### src/rtl/dff_share_arb_pkg.sv
// Shared types and constants for the dff_share_arb round-robin DFF sharing block.
package dff_share_arb_pkg;

    typedef logic [0:0] arb_state_e;
    localparam arb_state_e ARB   = 1'b0;
    localparam arb_state_e BURST = 1'b1;

    localparam int unsigned QUEUE_DEPTH = 2;
    localparam int unsigned QUEUE_PTR_W = $clog2(QUEUE_DEPTH);
    localparam int unsigned QUEUE_CNT_W = $clog2(QUEUE_DEPTH + 1);

    // Entry fields are sized for the largest supported configuration (8 requesters, 32-bit words)
    localparam int unsigned RSP_ID_MAX_W   = 3;
    localparam int unsigned RSP_DATA_MAX_W = 32;

    typedef struct packed {
        logic [RSP_ID_MAX_W-1:0]   id;
        logic [RSP_DATA_MAX_W-1:0] data;
    } rsp_entry_t;

endpackage

### src/rtl/dff_share_arb_if.sv
// Request, DFF and response signals of dff_share_arb; slave is the arbiter's view.
interface dff_share_arb_if #(
    parameter int unsigned NUM_REQ = 4,
    parameter int unsigned DATA_W  = 8,
    parameter int unsigned ID_W    = $clog2(NUM_REQ)
);
    logic [NUM_REQ-1:0]        req_valid;
    logic [NUM_REQ*DATA_W-1:0] req_data;
    logic [NUM_REQ-1:0]        req_ready;
    logic [DATA_W-1:0]         dff_inp;
    logic [DATA_W-1:0]         dff_outp;
    logic                      rsp_valid;
    logic                      rsp_ready;
    logic [ID_W-1:0]           rsp_id;
    logic [DATA_W-1:0]         rsp_data;

    modport master (
        output req_valid, req_data, dff_outp, rsp_ready,
        input  req_ready, dff_inp, rsp_valid, rsp_id, rsp_data
    );

    modport slave (
        input  req_valid, req_data, dff_outp, rsp_ready,
        output req_ready, dff_inp, rsp_valid, rsp_id, rsp_data
    );
endinterface

### src/rtl/dff_share_rsp_q.sv
// Small response FIFO holding tagged DFF results; simultaneous push and pop are both honoured.
module dff_share_rsp_q
    import dff_share_arb_pkg::*;
(
    input  logic                   clk,
    input  logic                   rst_n,
    input  logic                   push_i,
    input  rsp_entry_t             push_entry_i,
    input  logic                   pop_i,
    output rsp_entry_t             head_o,
    output logic                   valid_o,
    output logic [QUEUE_CNT_W-1:0] count_o
);
    rsp_entry_t             mem_q [QUEUE_DEPTH];
    logic [QUEUE_PTR_W-1:0] rd_ptr_q, wr_ptr_q;
    logic [QUEUE_CNT_W-1:0] count_q;
    logic                   do_push, do_pop;

    function automatic logic [QUEUE_PTR_W-1:0] ptr_inc(input logic [QUEUE_PTR_W-1:0] p);
        return (p == QUEUE_PTR_W'(QUEUE_DEPTH - 1)) ? '0 : p + 1'b1;
    endfunction

    assign do_pop  = pop_i && (count_q != '0);
    assign do_push = push_i && ((count_q != QUEUE_CNT_W'(QUEUE_DEPTH)) || do_pop);

    always_ff @(posedge clk or negedge rst_n) begin
        if (!rst_n) begin
            for (int i = 0; i < QUEUE_DEPTH; i++) begin
                mem_q[i] <= '0;
            end
            rd_ptr_q <= '0;
            wr_ptr_q <= '0;
            count_q  <= '0;
        end else begin
            if (do_push) begin
                mem_q[wr_ptr_q] <= push_entry_i;
                wr_ptr_q        <= ptr_inc(wr_ptr_q);
            end
            if (do_pop) begin
                rd_ptr_q <= ptr_inc(rd_ptr_q);
            end
            if (do_push && !do_pop) begin
                count_q <= count_q + 1'b1;
            end else if (do_pop && !do_push) begin
                count_q <= count_q - 1'b1;
            end
        end
    end

    assign head_o  = mem_q[rd_ptr_q];
    assign valid_o = (count_q != '0);
    assign count_o = count_q;

endmodule

### src/rtl/dff_share_arb.sv
// Round-robin sequencer sharing one external DFF stage among NUM_REQ requesters, with bursts.
// Optional DFF_SHARE_ARB_HOLD_INP_EN: dff_inp holds the last issued word on idle cycles.
module dff_share_arb
    import dff_share_arb_pkg::*;
#(
    parameter int unsigned NUM_REQ   = 4,
    parameter int unsigned DATA_W    = 8,
    parameter int unsigned MAX_BURST = 4
) (
    input logic            clk,
    input logic            rst_n,
    dff_share_arb_if.slave bus
);
    localparam int unsigned ID_W  = $clog2(NUM_REQ);
    localparam int unsigned CNT_W = 4;
    localparam int unsigned OCC_W = QUEUE_CNT_W + 1;

    arb_state_e             state_q, state_d;
    logic [ID_W-1:0]        rr_ptr_q, rr_ptr_d;
    logic [ID_W-1:0]        owner_q, owner_d, owner_inc;
    logic [CNT_W-1:0]       burst_cnt_q, burst_cnt_d;
    logic                   in_flight_q;
    logic [ID_W-1:0]        flight_id_q;

    logic [QUEUE_CNT_W-1:0] q_count;
    logic                   q_valid;
    rsp_entry_t             q_head, q_push_entry;
    logic                   pop, issue_ok;
    logic [OCC_W-1:0]       occupancy;

    logic                   continue_burst;
    logic [ID_W-1:0]        search_start, search_idx;
    logic                   search_hit;
    logic [ID_W:0]          cand;

    logic                   grant_vld;
    logic [ID_W-1:0]        grant_idx;
    logic [DATA_W-1:0]      grant_data, idle_inp;
    logic                   unused_head_bits;

    assign pop       = q_valid && bus.rsp_ready;
    assign occupancy = OCC_W'(q_count) + OCC_W'(in_flight_q) - OCC_W'(pop);
    assign issue_ok  = (occupancy < OCC_W'(QUEUE_DEPTH));

    assign owner_inc      = (owner_q == ID_W'(NUM_REQ - 1)) ? '0 : owner_q + 1'b1;
    assign continue_burst = (state_q == BURST) && bus.req_valid[owner_q]
                            && (burst_cnt_q < CNT_W'(MAX_BURST));
    // Leaving a burst re-arbitrates in the same cycle, starting just after the old owner
    assign search_start   = (state_q == BURST) ? owner_inc : rr_ptr_q;

    always_comb begin
        search_hit = 1'b0;
        search_idx = '0;
        cand       = '0;
        for (int unsigned k = 0; k < NUM_REQ; k++) begin
            cand = {1'b0, search_start} + (ID_W + 1)'(k);
            if (cand >= (ID_W + 1)'(NUM_REQ)) begin
                cand = cand - (ID_W + 1)'(NUM_REQ);
            end
            if (!search_hit && bus.req_valid[cand[ID_W-1:0]]) begin
                search_hit = 1'b1;
                search_idx = cand[ID_W-1:0];
            end
        end
    end

    always_comb begin
        state_d     = state_q;
        rr_ptr_d    = rr_ptr_q;
        owner_d     = owner_q;
        burst_cnt_d = burst_cnt_q;
        grant_vld   = 1'b0;
        grant_idx   = owner_q;
        // rst_n gating keeps req_ready low for the whole reset, even mid-cycle
        if (issue_ok && rst_n) begin
            if (continue_burst) begin
                grant_vld   = 1'b1;
                burst_cnt_d = burst_cnt_q + 1'b1;
            end else begin
                if (state_q == BURST) begin
                    rr_ptr_d = owner_inc;
                end
                if (search_hit) begin
                    grant_vld   = 1'b1;
                    grant_idx   = search_idx;
                    owner_d     = search_idx;
                    burst_cnt_d = CNT_W'(1);
                    state_d     = BURST;
                end else begin
                    state_d = ARB;
                end
            end
        end
    end

    always_comb begin
        grant_data = '0;
        for (int unsigned i = 0; i < NUM_REQ; i++) begin
            if (grant_idx == ID_W'(i)) begin
                grant_data = bus.req_data[i*DATA_W +: DATA_W];
            end
        end
    end

    always_ff @(posedge clk or negedge rst_n) begin
        if (!rst_n) begin
            state_q     <= ARB;
            rr_ptr_q    <= '0;
            owner_q     <= '0;
            burst_cnt_q <= '0;
            in_flight_q <= 1'b0;
            flight_id_q <= '0;
        end else begin
            state_q     <= state_d;
            rr_ptr_q    <= rr_ptr_d;
            owner_q     <= owner_d;
            burst_cnt_q <= burst_cnt_d;
            in_flight_q <= grant_vld;
            if (grant_vld) begin
                flight_id_q <= grant_idx;
            end
        end
    end

`ifdef DFF_SHARE_ARB_HOLD_INP_EN
    logic [DATA_W-1:0] hold_inp_q;

    always_ff @(posedge clk or negedge rst_n) begin
        if (!rst_n) begin
            hold_inp_q <= '0;
        end else if (grant_vld) begin
            hold_inp_q <= grant_data;
        end
    end

    assign idle_inp = hold_inp_q;
`else
    assign idle_inp = '0;
`endif

    always_comb begin
        q_push_entry      = '0;
        q_push_entry.id   = RSP_ID_MAX_W'(flight_id_q);
        q_push_entry.data = RSP_DATA_MAX_W'(bus.dff_outp);
    end

    dff_share_rsp_q u_rsp_q (
        .clk          (clk),
        .rst_n        (rst_n),
        .push_i       (in_flight_q),
        .push_entry_i (q_push_entry),
        .pop_i        (pop),
        .head_o       (q_head),
        .valid_o      (q_valid),
        .count_o      (q_count)
    );

    assign bus.req_ready = grant_vld ? (NUM_REQ'(1) << grant_idx) : '0;
    assign bus.dff_inp   = grant_vld ? grant_data : idle_inp;
    assign bus.rsp_valid = q_valid;
    assign bus.rsp_id    = q_head.id[ID_W-1:0];
    assign bus.rsp_data  = q_head.data[DATA_W-1:0];

    assign unused_head_bits = ^{q_head.id, q_head.data};

endmodule

### src/flat_wrapper.sv
// flat-port wrapper written by rule: the top's interface ports become plain ports
module dff_share_arb_flat import dff_share_arb_pkg::*;
#(
    parameter int unsigned NUM_REQ   = 4,
    parameter int unsigned DATA_W    = 8,
    parameter int unsigned MAX_BURST = 4
)
  (clk, rst_n, bus_req_valid, bus_req_data, bus_dff_outp, bus_rsp_ready, bus_req_ready, bus_dff_inp, bus_rsp_valid, bus_rsp_id, bus_rsp_data);
  dff_share_arb_if #(.NUM_REQ(NUM_REQ), .DATA_W(DATA_W)) bus_i ();
  input logic clk;
  input logic rst_n;
  input wire logic [$bits(bus_i.req_valid)-1:0] bus_req_valid;
  input wire logic [$bits(bus_i.req_data)-1:0] bus_req_data;
  input wire logic [$bits(bus_i.dff_outp)-1:0] bus_dff_outp;
  input wire logic [$bits(bus_i.rsp_ready)-1:0] bus_rsp_ready;
  output wire logic [$bits(bus_i.req_ready)-1:0] bus_req_ready;
  output wire logic [$bits(bus_i.dff_inp)-1:0] bus_dff_inp;
  output wire logic [$bits(bus_i.rsp_valid)-1:0] bus_rsp_valid;
  output wire logic [$bits(bus_i.rsp_id)-1:0] bus_rsp_id;
  output wire logic [$bits(bus_i.rsp_data)-1:0] bus_rsp_data;
  assign bus_i.req_valid = bus_req_valid;
  assign bus_i.req_data = bus_req_data;
  assign bus_i.dff_outp = bus_dff_outp;
  assign bus_i.rsp_ready = bus_rsp_ready;
  assign bus_req_ready = bus_i.req_ready;
  assign bus_dff_inp = bus_i.dff_inp;
  assign bus_rsp_valid = bus_i.rsp_valid;
  assign bus_rsp_id = bus_i.rsp_id;
  assign bus_rsp_data = bus_i.rsp_data;
  dff_share_arb #(.NUM_REQ(NUM_REQ), .DATA_W(DATA_W), .MAX_BURST(MAX_BURST)) u_core (.clk(clk), .rst_n(rst_n), .bus(bus_i));
endmodule
### config.mk
export PLATFORM = sky130hd
export DESIGN_NAME = dff_share_arb_flat
export DESIGN_NICKNAME = d
export VERILOG_FILES = /design/src/rtl/dff_share_arb_pkg.sv /design/src/rtl/dff_share_arb_if.sv /design/src/rtl/dff_share_rsp_q.sv /design/src/rtl/dff_share_arb.sv /design/src/flat_wrapper.sv
export SDC_FILE = /design/constraint.sdc
export NUM_CORES = 1
export LEC_CHECK = 0
export CAP_MARGIN = 15
export CORE_MARGIN = 2
export CORE_UTILIZATION = 25
export DETAILED_ROUTE_END_ITERATION = 8
export GPL_TIMING_DRIVEN = 0
export PLACE_DENSITY = 0.42
export SETUP_SLACK_MARGIN = 0.02
export SLEW_MARGIN = 10
export SYNTH_ARGS = -nofsm -noshare
export SYNTH_HDL_FRONTEND = slang
export SYNTH_HIERARCHICAL = 1
export SYNTH_SLANG_ARGS = --single-unit
### constraint.sdc
create_clock -name clk -period 5 [get_ports clk]
set_clock_uncertainty 0.1 [all_clocks]
set_input_delay 1 -clock clk [delete_from_list [all_inputs] [get_ports clk]]
set_output_delay 1 -clock clk [all_outputs]
set_load 0.1 [all_outputs]
---- After elaboration in Yosys (flattened, before gate mapping) ----
Cells that the tools add are included.
storage, ports and cells
  input port bits ......................... 47
  register bits ........................... 86
cells by class
  order comparisons ....................... 14
  reductions and logical operators ........ 24
  shifts and indexed selects .............. 1
  mux-type cells .......................... 48
  bitwise gates (word level) .............. 3
  $add $sub $neg .......................... 15
  equal/unequal tests ..................... 5
operators with widths
  cell                                                      count
  two-way mux 34 bit                                        3
  bitwise mux 70 bit                                        1
  two-way mux 8 bit                                         5
  demux 35 bit (select 1 bit)                               1
  two-way mux 35 bit                                        1
  two-way mux 2 bit                                         15
  < comparator 2 x 3 -> 1 bit, second input constant        5
  two-way mux 1 bit                                         14
  logical AND 1 bit                                         12
  two-way mux 4 bit                                         3
  binary-select mux 1 bit (select 2 bit)                    5
  subtractor 2 x 1 -> 2 bit, second input constant          5
  greater-or-equal comparator 3 bit, second input constant  3
  adder 2 x 2 -> 3 bit, second input constant               2
  equality test 2 bit, second input constant                3
  nonzero test 2 bit                                        3
  logical NOT 1 bit                                         5
  adder 2 x 1 -> 2 bit, second input constant               2
  adder 4 x 1 -> 4 bit, second input constant               1
  greater-or-equal comparator 2 bit, second input constant  2
  < comparator 4 x 3 -> 1 bit, second input constant        1
  NOT 1 -> 2 bit                                            2
  AND reduction 2 bit                                       2
  << shifter 1 x 2 -> 4 bit, first input constant           1
  12 further kinds                                          13

---- Longest topological paths before layout ----
Gate-level depths: netlist of the first run.
  depth in word-level cells ............... 26
  mapped depth ............................ 13

---- Hierarchy ----
The synthesis of the first run kept the hierarchy.
by module, submodules not included
  module           area an instance (µm²)  cells an instance  times used
  dff_share_rsp_q  3,248.1                 203                1
  dff_share_arb    1,048.5                 117                1

---- Least setup slack after synthesis of the first run ----
Ideal clock, no wire load.
  path type ............................... reg-to-output
  start point ............................. register u_core.u_rsp_q.count_q[1] (netlist: u_core/u_rsp_q/count_o[1])
  end point ............................... output port bus_dff_inp[5]
  slack ................................... -742 ps
  buffers on the path ..................... 2
  required time ........................... 3,900 ps
  arrival time ............................ 4,642 ps
  cell stages (with the launch flop) ...... 13
  cell sequence ........................... dfrtp_1 or2_2 and2_1 ha_1 nor2b_1 fa_1 nor4bb_1 buf_2 a21boi_2 a31oi_4 buf_8 nand2_1 o22ai_1
between the ends
  longest elaborated chain between the ends .. 12
ends and longest elaborated chain
  item                             RTL line               text
  from (decl)                      dff_share_rsp_q.sv:16  logic [QUEUE_CNT_W-1:0] count_q;
  from (signal assigned)           dff_share_rsp_q.sv:43  count_q <= count_q + 1'b1;
  from (signal assigned)           dff_share_rsp_q.sv:45  count_q <= count_q - 1'b1;
  nonzero test 2 bit *             dff_share_rsp_q.sv:51  assign valid_o = (count_q != '0);
  via bus_rsp_valid                flat_wrapper.sv:18     output wire logic [$bits(bus_i.rsp_valid)-1:0] bus_rsp_valid;
  logical AND 1 bit *              dff_share_arb.sv:41    assign pop = q_valid && bus.rsp_ready;
  via u_core.pop                   dff_share_arb.sv:28    logic pop, issue_ok;
  subtractor 3 x 1 -> 3 bit *      dff_share_arb.sv:42    assign occupancy = OCC_W'(q_count) + OCC_W'(in_flight_q) - OCC_W'(pop);
  < comparator 3 x 2 -> 1 bit *    dff_share_arb.sv:43    assign issue_ok = (occupancy < OCC_W'(QUEUE_DEPTH));
  logical AND 1 bit *              dff_share_arb.sv:75    if (issue_ok && rst_n) begin
  two-way mux 2 bit                dff_share_arb.sv:75
  logical NOT 2 bit                dff_share_arb.sv:99    if (grant_idx == ID_W'(i)) begin
  two-way mux 8 bit (4 in series)  dff_share_arb.sv:99
  two-way mux 8 bit *              dff_share_arb.sv:159   assign bus.dff_inp = grant_vld ? grant_data : idle_inp;
  to (decl)                        flat_wrapper.sv:17     output wire logic [$bits(bus_i.dff_inp)-1:0] bus_dff_inp;
The timed path passes the listed nets; every way through them passes the cells marked *.

---- Final worst setup path of the first run ----
  start point ............................. input port bus_rsp_ready
  end point ............................... output port bus_dff_inp[0]
between the ends
  longest elaborated chain between the ends .. 11
ends and longest elaborated chain
  item                             RTL line              text
  from (decl)                      flat_wrapper.sv:15    input wire logic [$bits(bus_i.rsp_ready)-1:0] bus_rsp_ready;
  logical AND 1 bit *              dff_share_arb.sv:41
  via u_core.pop                   dff_share_arb.sv:28
  subtractor 3 x 1 -> 3 bit *      dff_share_arb.sv:42
  < comparator 3 x 2 -> 1 bit *    dff_share_arb.sv:43
  logical AND 1 bit *              dff_share_arb.sv:75
  two-way mux 2 bit                dff_share_arb.sv:75
  logical NOT 2 bit                dff_share_arb.sv:99
  two-way mux 8 bit (4 in series)  dff_share_arb.sv:99
  two-way mux 8 bit *              dff_share_arb.sv:159
Marked as above.

==> results of run 1 <==
[sequential cells by signal (all words and copies together) (netlist names)]
signal and count:
u_core/u_rsp_q/mem_q 20, u_core/u_rsp_q/wr_ptr_q 1, u_core/in_flight_q 1, u_core/burst_cnt_q 4
u_core/rr_ptr_q 2, u_core/flight_id_q 2, u_core/u_rsp_q/count_o 2, u_core/u_rsp_q/rd_ptr_q 1
u_core/owner_q 2, u_core/state_q 1
[layout make-up]
| class | instances | area [um2] |
|---|---|---|
| Clock inverter | 1 | 7.51 |
| Timing Repair Buffer | 83 | 832 |
| Buffer | 11 | 98.8 |
| Inverter | 8 | 30.0 |
| Fill cell | 852 | 5010 |
| Multi-Input combinational cell | 134 | 1200 |
| Clock buffer | 7 | 86.3 |
| Sequential cell | 36 | 901 |
| Tap cell | 105 | 131 |
[worst reg2reg max path: cells and delay by family, from the launching register on]
kind	cells	cell delay [ps]
AOI/OAI and AO/OA	1	170
adders and majority gates	2	700
buffers and inverters	3	460
DFF	1	440
muxes	1	250
and+or+nand+nor	5	1050
[final timing paths]
check	from	endpoint	slack [ps]	depth (start not counted)
min in group asynchronous	rst_n	u_core/u_rsp_q/count_o[1]$_DFFE_PN0P_	480	1
hold reg to reg	u_core/burst_cnt_q[0]$_DFFE_PN0P_	u_core/burst_cnt_q[0]$_DFFE_PN0P_	380	1
setup reg to reg	u_core/u_rsp_q/count_o[1]$_DFFE_PN0P_	u_core/flight_id_q[1]$_DFFE_PN0P_	1710	12
max in group asynchronous	rst_n	u_core/in_flight_q$_DFF_PN0_	3890	2
setup / recovery	bus_rsp_ready	bus_dff_inp[0]	190	14
hold / removal	u_core/burst_cnt_q[0]$_DFFE_PN0P_	u_core/burst_cnt_q[0]$_DFFE_PN0P_	380	1
[stage by stage]
stage               setup slack (ps)  setup TNS [ps]   util
finish                           189               0  0.397
global route                    37.4               0  0.397
CTS                              118               0  0.385
detailed placement             -1150          -13160  0.366
global placement               -1740          -20130  0.364
floorplan                       -530           -3090      -
[repair_timing]
item                                   in CTS  in global routing
hold buffers                                0                  0
pin swaps                                   5                  8
cloned                                      0                  1
endpoints found under the hold margin       0                  0
setup endpoints to repair                  12                 12
resized for setup                          88                 10
setup buffers                               6                  6
[per-layer routing]
metal,global-route usage,share of wire,wire (um)
met5,0,0,0
met4,0.0401,0.011,62
met3,0.0542,0.089,491
met2,0.195,0.45,2470
met1,0.138,0.45,2510
==> results.md, run 1 <==
- The fraction of final layout cells sized beyond drive strength 1 is 0.375.
- The kind of cell with the highest combined delay along the critical path is buffers and inverters.
- The final routed wire length divided by cell count is roughly 14 um.
- At the pin with the least slew margin, the transition time is 975 ps.
- The vertical extent of the die is approximately 97 um.
- By instance count, the cell type seen most on the critical path is buf_4.
- The clock passes through at most 2 buffers.
- The worst setup path is of the input port to output port kind.
- Detailed placement finished with a half-perimeter wire length of 4030 um.
- The worst setup path is launched from an input port.
- The Yosys step of the flow raised 6 warnings.
- Setup repair after global routing left no endpoint under its margin.
- The commonest non-fill, non-tap cell in the layout is clkdlybuf4s50_1.
- Data arrives at the worst endpoint at between 3000 and 4000 ps.
- The clock tree root driver cell is clkbuf_8.
- Across all hold checks on the routed design, the worst slack comes to 377 ps.
- The core region is roughly 8300 um2.
- The via count of the first global-routing pass is between 1.5k and 2k.
- The routability congestion estimate is 0.689.
- For this run, the total global-route usage over all layers was measured as 0.119.
- The run finished with clean final reports.
- Dividing the detail-routed via count by the number of cells gives 4.52.
- Synthesis produced a netlist whose cell count is between 150 and 200.
- The peak per-stage delay on the critical path is between 400 and 500 ps.
- After routing the design area is between 3000 and 4000 um2.
- The antenna cell count is 0.
- The area growth from synthesis to layout is 52.8%.
- The post-detailed-routing wire length is ~5500 um.
- After synthesis the cells add up to 2150 um2.
- The worst path needs 4810 ps of the cycle, external delays included.
- Clock-pin slew was measured on the worst setup and hold paths at ~80 ps.
- TritonCTS built the clock tree.
- The buffers plus inverters on the worst setup path is 5.
- The floorplan has 33 rows.
- The average footprint of a synthesized cell is 11.3 um2.
- In this run the worst path has a maximum fanout of 6.
- Summing over every cut layer, the via total after detailed routing is between 1.5k and 2k.
- The placed instances occupy a cell area of 3030 um2.
- The max-slew violation total from the final report is 0.
- The setup-violating endpoint count in the final report is 0.
- The final hold violation count is 0.
- The number of iterations in the first detailed-routing pass is 4.
- STA classifies the critical path endpoint as an output port.
- The H-tree level count is 2.
- For this run the aggregate overflow at the end of global routing stands at 0.
- The die span in x is 96.8 um.
- The initial core utilization is 0.259.
- The filler-free cell count of the finished design is between 300 and 400.
- Counting every sink on the clock net gives 36.
- The data required time at the worst endpoint is a little under 4000 ps.
- 70 I/O pins were placed.
- Buffers inserted during clock tree synthesis total 5.
- Walking the worst path, the cells encountered are clkdlybuf4s15_1 > and2_4 > ha_4 > nor2b_4 > fa_2 > nor4bb_2 > buf_4 > a21oi_4 > a41oi_2 > buf_4 > buf_4 > nand4_1 > o211ai_1 > buf_6.
- Among all stages on the critical path, the largest delay is contributed by fa_2.
- The initial antenna violation count is 0.
- The first-pass GRT wire length is around 9000 um.
- The area of the die is roughly 9400 um2.
- The share of the clock period used by the worst path after layout is 0.962.
- The clock latency of the later-clocked register in the worst-skew pair is between 200 and 300 ps.
- The final net count is 331.
- Derived from the worst setup path, the maximum achievable clock frequency is between 0.2 and 0.25 GHz.
- The remaining number of nets flagged by the antenna check after routing is 0.
- The pin count of the biggest net entering global routing is 29.
- The count of buffers added on input and output ports is just under 70.
- The number of max-capacitance violations reported is 0.
- When the netlist entered floorplanning its net count stood at around 240.
- In the layout the commonest cells are clkdlybuf4s50_1, dfrtp_1, mux2_2.
- In this run, the number of DRC markers left after iteration 0 of detailed routing was 28.
- The max-slew headroom at the worst pin is 0.348.
- The worst hold path belongs to the class register to register.
- After detailed placement, the design holds a cell count of about 370.
- The post-detailed-route DRC marker count is 0.
Power of run 1 is left out: the tool's default activity adds up to more than one toggle a clock period on the data nets, which glitch-free logic cannot reach.
==> run 2: changes to the inputs <==
Settings changed: CORE_ASPECT_RATIO set to 0.8, SKIP_LAST_GASP set to 1.
==> results.md, run 2 (synthesis gave the netlist of run 1 again) <==
- The vertical extent of the die was 87.0 um (-10%).
- The final hold violation count is 0 (unchanged).
- The initial antenna violation count was 0 (unchanged).
- The number of input and output port buffers inserted was 69 (unchanged).
- STA classifies the critical path endpoint as an output port.
- The final routed wire length divided by cell count came to 14.1 um (-1.5%).
- The pin count of the biggest net entering global routing is 24 (-17%).
- The reg2reg setup slack is 1800 ps (+90 ps).
- The fraction of final layout cells sized beyond drive strength 1 is 0.377 (+0.00222).
- The via count of the first global-routing pass was 1,798 (-4.9%).
- The maximum count of clock buffers along a single path is 2 (unchanged).
- The average via count per standard cell is 4.40 (-2.7%).
- The timing-limited maximum frequency came to 0.210 GHz (+0.95%).
- The area growth from synthesis to layout is 55.1%.
- Counting flops per register, the top entry is u_core/u_rsp_q/mem_q.
- The maximum fanout encountered on the critical timing path is 5 (-1).
- The total global routing overflow was 0 (unchanged).
- The I/O pin total was 70 (unchanged).
- The max-slew headroom at the worst pin is 0.349 (+0.00131).
- In the final layout, the registers with the most flip-flops are u_core/u_rsp_q/mem_q: 20 flops, u_core/burst_cnt_q: 4 flops.
- The data arrival at the endpoint of the critical path was 3670 ps (-40 ps).
- The H-tree level count is 2 (unchanged).
- The first-pass GRT wire length came to 9110 um (+0.70%).
- In this run the worst hold path is classified as register to register.
- The remaining number of nets flagged by the antenna check after routing is 0 (unchanged).
- The setup-violating endpoint count in the final report is 0 (unchanged).
- The max-slew violation total from the final report was 0 (unchanged).
- Setup repair after global routing left no endpoint under its margin.
- The final net count is 333 (+0.60%).
- The post-detailed-routing wire length is 5560 um (+0.56%).
- TritonCTS built the clock tree.
- The area of the die is 9380 um2 (about the same).
- The post-detailed-route DRC marker count is 0 (unchanged).
- The pin slew with the least headroom to its limit is 973 ps (-1.96 ps).
- The die span in x is 108 um (+11%).
- The share of the clock period used by the worst path after layout was 0.953 (-0.00902).
- The iteration-0 DRC count of the detailed router is 67 (+140%).
- The worst setup path is of the input port to output port kind.
- The number of iterations in the first detailed-routing pass is 4 (unchanged).
- The total vias in the final route is 1,728 (-0.69%).
- The number of hold-repair buffers added at the cts stage came to 0 (unchanged).
- The clock slew at the register clock pins of the worst setup and hold paths is 60 ps (-20 ps).
- The root buffer cell chosen for the clock tree is clkbuf_8.
- The HPWL reported at the end of detailed placement came to 4070 um (+1.1%).
- The launching element type of the critical path is an input port.
- The number of CTS-inserted buffers was 5 (unchanged).
- The flip-flop count of the largest register, all copies and words added was 20 (unchanged).
- The commonest non-fill, non-tap cell in the layout is clkdlybuf4s50_1.
- The total core area came to 8410 um2 (+1.3%).
- The summed negative setup slack over all endpoints was 0 ps (unchanged).
- The antenna cell count is 0 (unchanged).
- The minimum clock period after layout was 4770 ps (-45.1 ps).
- The initial core utilization came to 0.256 (-0.00336).
- The routability congestion estimate is 0.701 (+1.8%).
- The number of max-capacitance violations reported came to 0 (unchanged).
- The clock latency of the later-clocked register in the worst-skew pair is 280 ps (about the same).
- The number of placement rows is 30 (-9.1%).
- The data required time at the worst endpoint is 3900 ps (about the same).
- The total routing usage reported by global routing is 0.123 (+0.00413).
- The number of sinks handled by clock tree synthesis is 36 (unchanged).
- The run finished with clean final reports.
- The top cell types in the final layout, fill and taps aside, are clkdlybuf4s50_1, dfrtp_1, mux2_2.
-- run 2: timing repair --
item	in CTS	in global routing
cloned	2	0
setup endpoints to repair	12	5
resized for setup	95	4
pin swaps	7	6
setup buffers	9	3
-- run 2: final cells by class --
cell class,count,area [um2]
sequential,36,901
fill,869,5070
buffer,12,104
inverter,8,30.0
multi-input combinational,134,1200
tap,112,140
clock buffer,7,96.3
timing repair buffer,84,867
-- run 2: metrics by stage --
step / area (um2) / instances / utilization / worst slack [ps] / hold slack, ps
2_1_floorplan: 2200 / 190 / - / -530 / 346
3_3_place_gp: 3030 / 371 / 0.360 / -1670 / 365
3_5_place_dp: 3040 / 372 / 0.362 / -1140 / 368
4_1_cts: 3300 / 390 / 0.392 / 126 / 378
5_1_grt: 3340 / 393 / 0.397 / 108 / 412
6_report: 3340 / 393 / 0.397 / 234 / 373
-- run 2: path summary, 6_finish.rpt --
path / endpoint / cells past startpoint / start
max reg2reg: u_core/flight_id_q[0]$_DFFE_PN0P_ / 12 / u_core/u_rsp_q/count_o[1]$_DFFE_PN0P_
max in group asynchronous: u_core/flight_id_q[0]$_DFFE_PN0P_ / 2 / rst_n
min reg2reg: u_core/burst_cnt_q[0]$_DFFE_PN0P_ / 1 / u_core/burst_cnt_q[0]$_DFFE_PN0P_
min in group asynchronous: u_core/u_rsp_q/count_o[1]$_DFFE_PN0P_ / 1 / rst_n
max: bus_dff_inp[0] / 13 / bus_rsp_ready
min: u_core/burst_cnt_q[0]$_DFFE_PN0P_ / 1 / u_core/burst_cnt_q[0]$_DFFE_PN0P_
-- run 2: critical path, cell delays in order --
cell	delay, ps
clkbuf_2	80
and2_4	140
ha_4	240
nor2b_4	120
fa_2	450
nor4bb_1	280
buf_4	200
and2_4	160
a31oi_4	150
buf_12	190
mux2i_4	170
o211ai_1	210
buf_6	260
-- run 2: layer usage --
metal	GRT usage	share of wire	vias to the layer above
li1	-	-	863
met1	0.180	0.51	832
met2	0.188	0.45	29
met3	0.0284	0.033	4
met4	0.0245	0.0076	0
met5	0	0	-
Power of run 2 is left out for the same reason.
==> run 3: changes to the inputs <==
Settings changed: CORE_MARGIN 2 to 1, PLACE_DENSITY 0.42 to 0.48, SYNTH_HIERARCHICAL 1 to unset.
==> results.md, run 3 <==
- The run finished with clean final reports.
- The largest registers in the layout are u_core.u_rsp_q.mem_q: 20 flops, u_core.burst_cnt_q: 4 flops.
- The area of the die is 8480 um2 (-9.6%).
- The H-tree level count was 2 (unchanged).
- The first-pass GRT wire length is 8250 um (-9.5%).
- The total vias in the final route is 1,593 (-7.8%).
- The final-layout worst hold slack is 377 ps (+4.19 ps).
- The initial core utilization is 0.266 (+0.00946).
- The share of the clock period used by the worst path after layout is 0.954 (+0.00115).
- The type of the worst setup path is input port to output port.
- The initial antenna violation count is 0 (unchanged).
- On the critical path, the stage with the largest delay is an instance of fa_2.
- Among cell families on the critical path, the largest total delay comes from adder cells.
- The worst setup path is captured at an output port.
- The routability congestion estimate came to 0.705 (+0.54%).
- The fraction of final layout cells sized beyond drive strength 1 is 0.392 (+0.0151).
- The final net count came to 311 (-6.6%).
- The die span in x is 103 um (-4.7%).
- After synthesis, the share of flip-flops with an asynchronous set or reset is 1.00.
- The remaining number of nets flagged by the antenna check after routing was 0 (unchanged).
- The commonest non-fill, non-tap cell in the layout is clkdlybuf4s50_1.
- For this run, the register share of the synthesized area comes to 0.444.
- The launching element type of the critical path is an input port.
- The clock slew at the register clock pins of the worst setup and hold paths is 70 ps (about the same).
- The antenna cell count is 0 (unchanged).
- The flip-flop count of the largest register, all copies and words added was 20 (unchanged).
- The pin slew with the least headroom to its limit was 972 ps (-1.32 ps).
- The maximum fanout encountered on the critical timing path is 5 (unchanged).
- The number of CTS-inserted buffers is 5 (unchanged).
- The setup-violating endpoint count in the final report was 0 (unchanged).
- The cell area after synthesis came to 2030 um2 (-5.8%).
- The cell depth of the worst hold path is 1 (unchanged).
- The worst register-to-register path begins at u_core.u_rsp_q.count_o[0]$_DFFE_PN0P_.
- The final routed wire length divided by cell count is 13.9 um (-1.6%).
- The post-synth net total is 226 (-6.6%).
- The number of different library cells used by synthesis comes to 39.
- The clock latency of the later-clocked register in the worst-skew pair is 290 ps (about the same).
- The number of flops mapped to enable cells by yosys is 0.
- The worst hold path begins at u_core.burst_cnt_q[0]$_DFFE_PN0P_.
- The count of state elements after synthesis is 36.
- After synthesis, the cell types taking the most area are dfrtp_1, mux2_2, mux2i_1.
- The total core area is 7640 um2 (-9.2%).
- The reg2reg setup slack is 1680 ps (-120 ps).
- TritonCTS built the clock tree.
- The peak per-stage delay on the critical path is 370 ps (-80 ps).
- The via count of the first global-routing pass is 1,652 (-8.1%).
- The number of max-capacitance violations reported is 0 (unchanged).
- The buffers plus inverters on the worst setup path is 4 (unchanged).
- The iteration-0 DRC count of the detailed router came to 37 (-45%).
- The maximum count of clock buffers along a single path came to 2 (unchanged).
- The number of iterations in the first detailed-routing pass is 3 (-1).
- The worst hold path terminates at u_core.burst_cnt_q[0]$_DFFE_PN0P_.
- The number of hold-repair buffers added at the cts stage came to 0 (unchanged).
- The I/O pin total is 70 (unchanged).
- The average via count per standard cell is 4.36 (-0.74%).
- Setup repair after global routing left no endpoint under its margin.
- The max-slew violation total from the final report came to 0 (unchanged).
- The number of placement rows was 28 (-6.7%).
- The number of cells produced by synthesis is 174 (-8.4%).
- The minimum clock period after layout is 4770 ps (+5.74 ps).
- The average footprint of a synthesized cell was 11.7 um2 (+2.9%).
- The HPWL reported at the end of detailed placement is 3580 um (-12%).
- The post-route core utilization came to 0.438 (+0.0406).
- The share of the synthesized area in the top cell type is 0.444.
- The number of input and output port buffers inserted is 69 (unchanged).
- Clock tree synthesis selected as its root buffer the cell clkbuf_8.
- The top cell types in the final layout, fill and taps aside, are clkdlybuf4s50_1, dfrtp_1, mux2_2, nor2_1, buf_4.
- The max-slew headroom at the worst pin is 0.350 (+0.000881).
- The largest total area in the synthesized netlist belongs to dfrtp_1.
- The vertical extent of the die came to 82.6 um (-5.1%).
- The data required time at the worst endpoint came to 3900 ps (about the same).
- The depth of the worst register-to-register path was 15 (+3).
- The data arrival at the endpoint of the critical path is 3670 ps (about the same).
- The post-detailed-routing wire length is 5080 um (-8.6%).
- The worst hold path belongs to the class register to register.
- The timing-limited maximum frequency came to 0.210 GHz (-0.12%).
- The pin count of the biggest net entering global routing is 36 (+50%).
- The endpoint of the lowest-slack register-to-register path is u_core.flight_id_q[1]$_DFFE_PN0P_.
- In the synthesized netlist, the cells that appear most often are dfrtp_1, mux2_2, mux2i_1.
- The number of sinks handled by clock tree synthesis is 36 (unchanged).
- The total of warnings raised by yosys came to 0 (-6).
- The final hold violation count is 0 (unchanged).
- The register with the most flip-flops in the final layout is u_core.u_rsp_q.mem_q.
- The launching instance or port of the critical path is bus_rsp_ready.
- The area growth from synthesis to layout is 64.9%.
- The total routing usage reported by global routing was 0.131 (+0.00817).
- The signal on the critical path passes through clkbuf_2 > nand2_2 > inv_1 > ha_1 > nand2b_4 > fa_2 > xnor2_2 > and4_4 > and2_4 > a41oi_4 > buf_8 > mux2i_4 > o22ai_4 > buf_12.
- The post-detailed-route DRC marker count is 0 (unchanged).
- Among all cell types in the netlist, the one instantiated most often is dfrtp_1.
- The total global routing overflow is 0 (unchanged).
- The number of filler instances in the final layout is 738 (-15%).
- The dominant register cell in the synthesized netlist is dfrtp_1.
run 3: cell types whose count changed in the layout (fill, tap and decap cells not counted), moves of 4 or more:
cell and change:
buf_12 +4, nand2_1 -5, nand4_1 -12, mux2i_4 +4
o22ai_4 +6, mux2i_2 +6, nor2_1 -4, o211ai_1 -7
buf_6 -11, buf_4 -4
run 3: cell type report:
| cell class | instances | area, um2 | share of cell area |
|---|---|---|---|
| plain buffers | 6 | 40.0 | 0.0120 |
| clock buffers | 8 | 90.1 | 0.0269 |
| inverters | 9 | 33.8 | 0.0101 |
| multi-input cells | 123 | 1290 | 0.387 |
| flip-flops and latches | 36 | 901 | 0.269 |
| well taps | 105 | 131 | 0.0393 |
| repair buffers | 78 | 853 | 0.255 |
run 3: worst max-delay path by stage:
stage	to	cells after the start
floorplan	bus_req_ready[1]	11
global placement	bus_dff_inp[1]	8
detailed placement	bus_dff_inp[1]	14
CTS	bus_dff_inp[4]	14
global route	bus_dff_inp[2]	14
finish	bus_dff_inp[2]	14
run 3: timing repair:
action	4_1_cts	5_1_grt
buffers inserted	4	3
gates cloned	1	0
gates resized for setup	125	9
setup endpoints to repair	12	12
pin swaps	7	6
run 3: metal layers:
metal / vias to the layer above / GRT usage / share of wire
li1: 797 / - / -
met1: 769 / 0.179 / 0.47
met2: 25 / 0.199 / 0.48
met3: 2 / 0.0404 / 0.039
met4: 0 / 0.0386 / 0.0067
met5: - / 0 / 0
run 3: cell families (layout without fill, tap and decap cells):
family / count (synthesis) / in the layout / share of synthesized area
mux: 49 / 49 / 0.267
simple gates: 37 / 37 / 0.0969
flops: 36 / 36 / 0.444
compound gates: 26 / 26 / 0.0962
buf+inv: 15 / 101 / 0.0352
xor+xnor: 6 / 6 / 0.0259
fa+ha+maj: 5 / 5 / 0.0345
run 3: worst reg2reg max path, stage by stage (launching register included):
cell      delay, ps
dfrtp_1         470
or2_4           290
nand2_2          80
inv_1            40
ha_1            280
nand2b_4        140
fa_2            370
xnor2_2         190
nand3_1         120
and2b_2         260
a41o_1          180
buf_4           200
inv_2            90
nand2_4         180
buf_4           150
o21ai_0          70
run 3: stage by stage:
step	instances	setup slack (ps)	cell area, um2	setup TNS (ps)
after CTS	362	60.5	3290	0
after global routing	365	82.9	3340	0
after floorplan	174	-361	2120	-1200
after global placement	348	-1840	2950	-19930
final	365	228	3340	0
after detailed placement	349	-1550	2960	-16310
Power of run 3 is left out for the same reason.
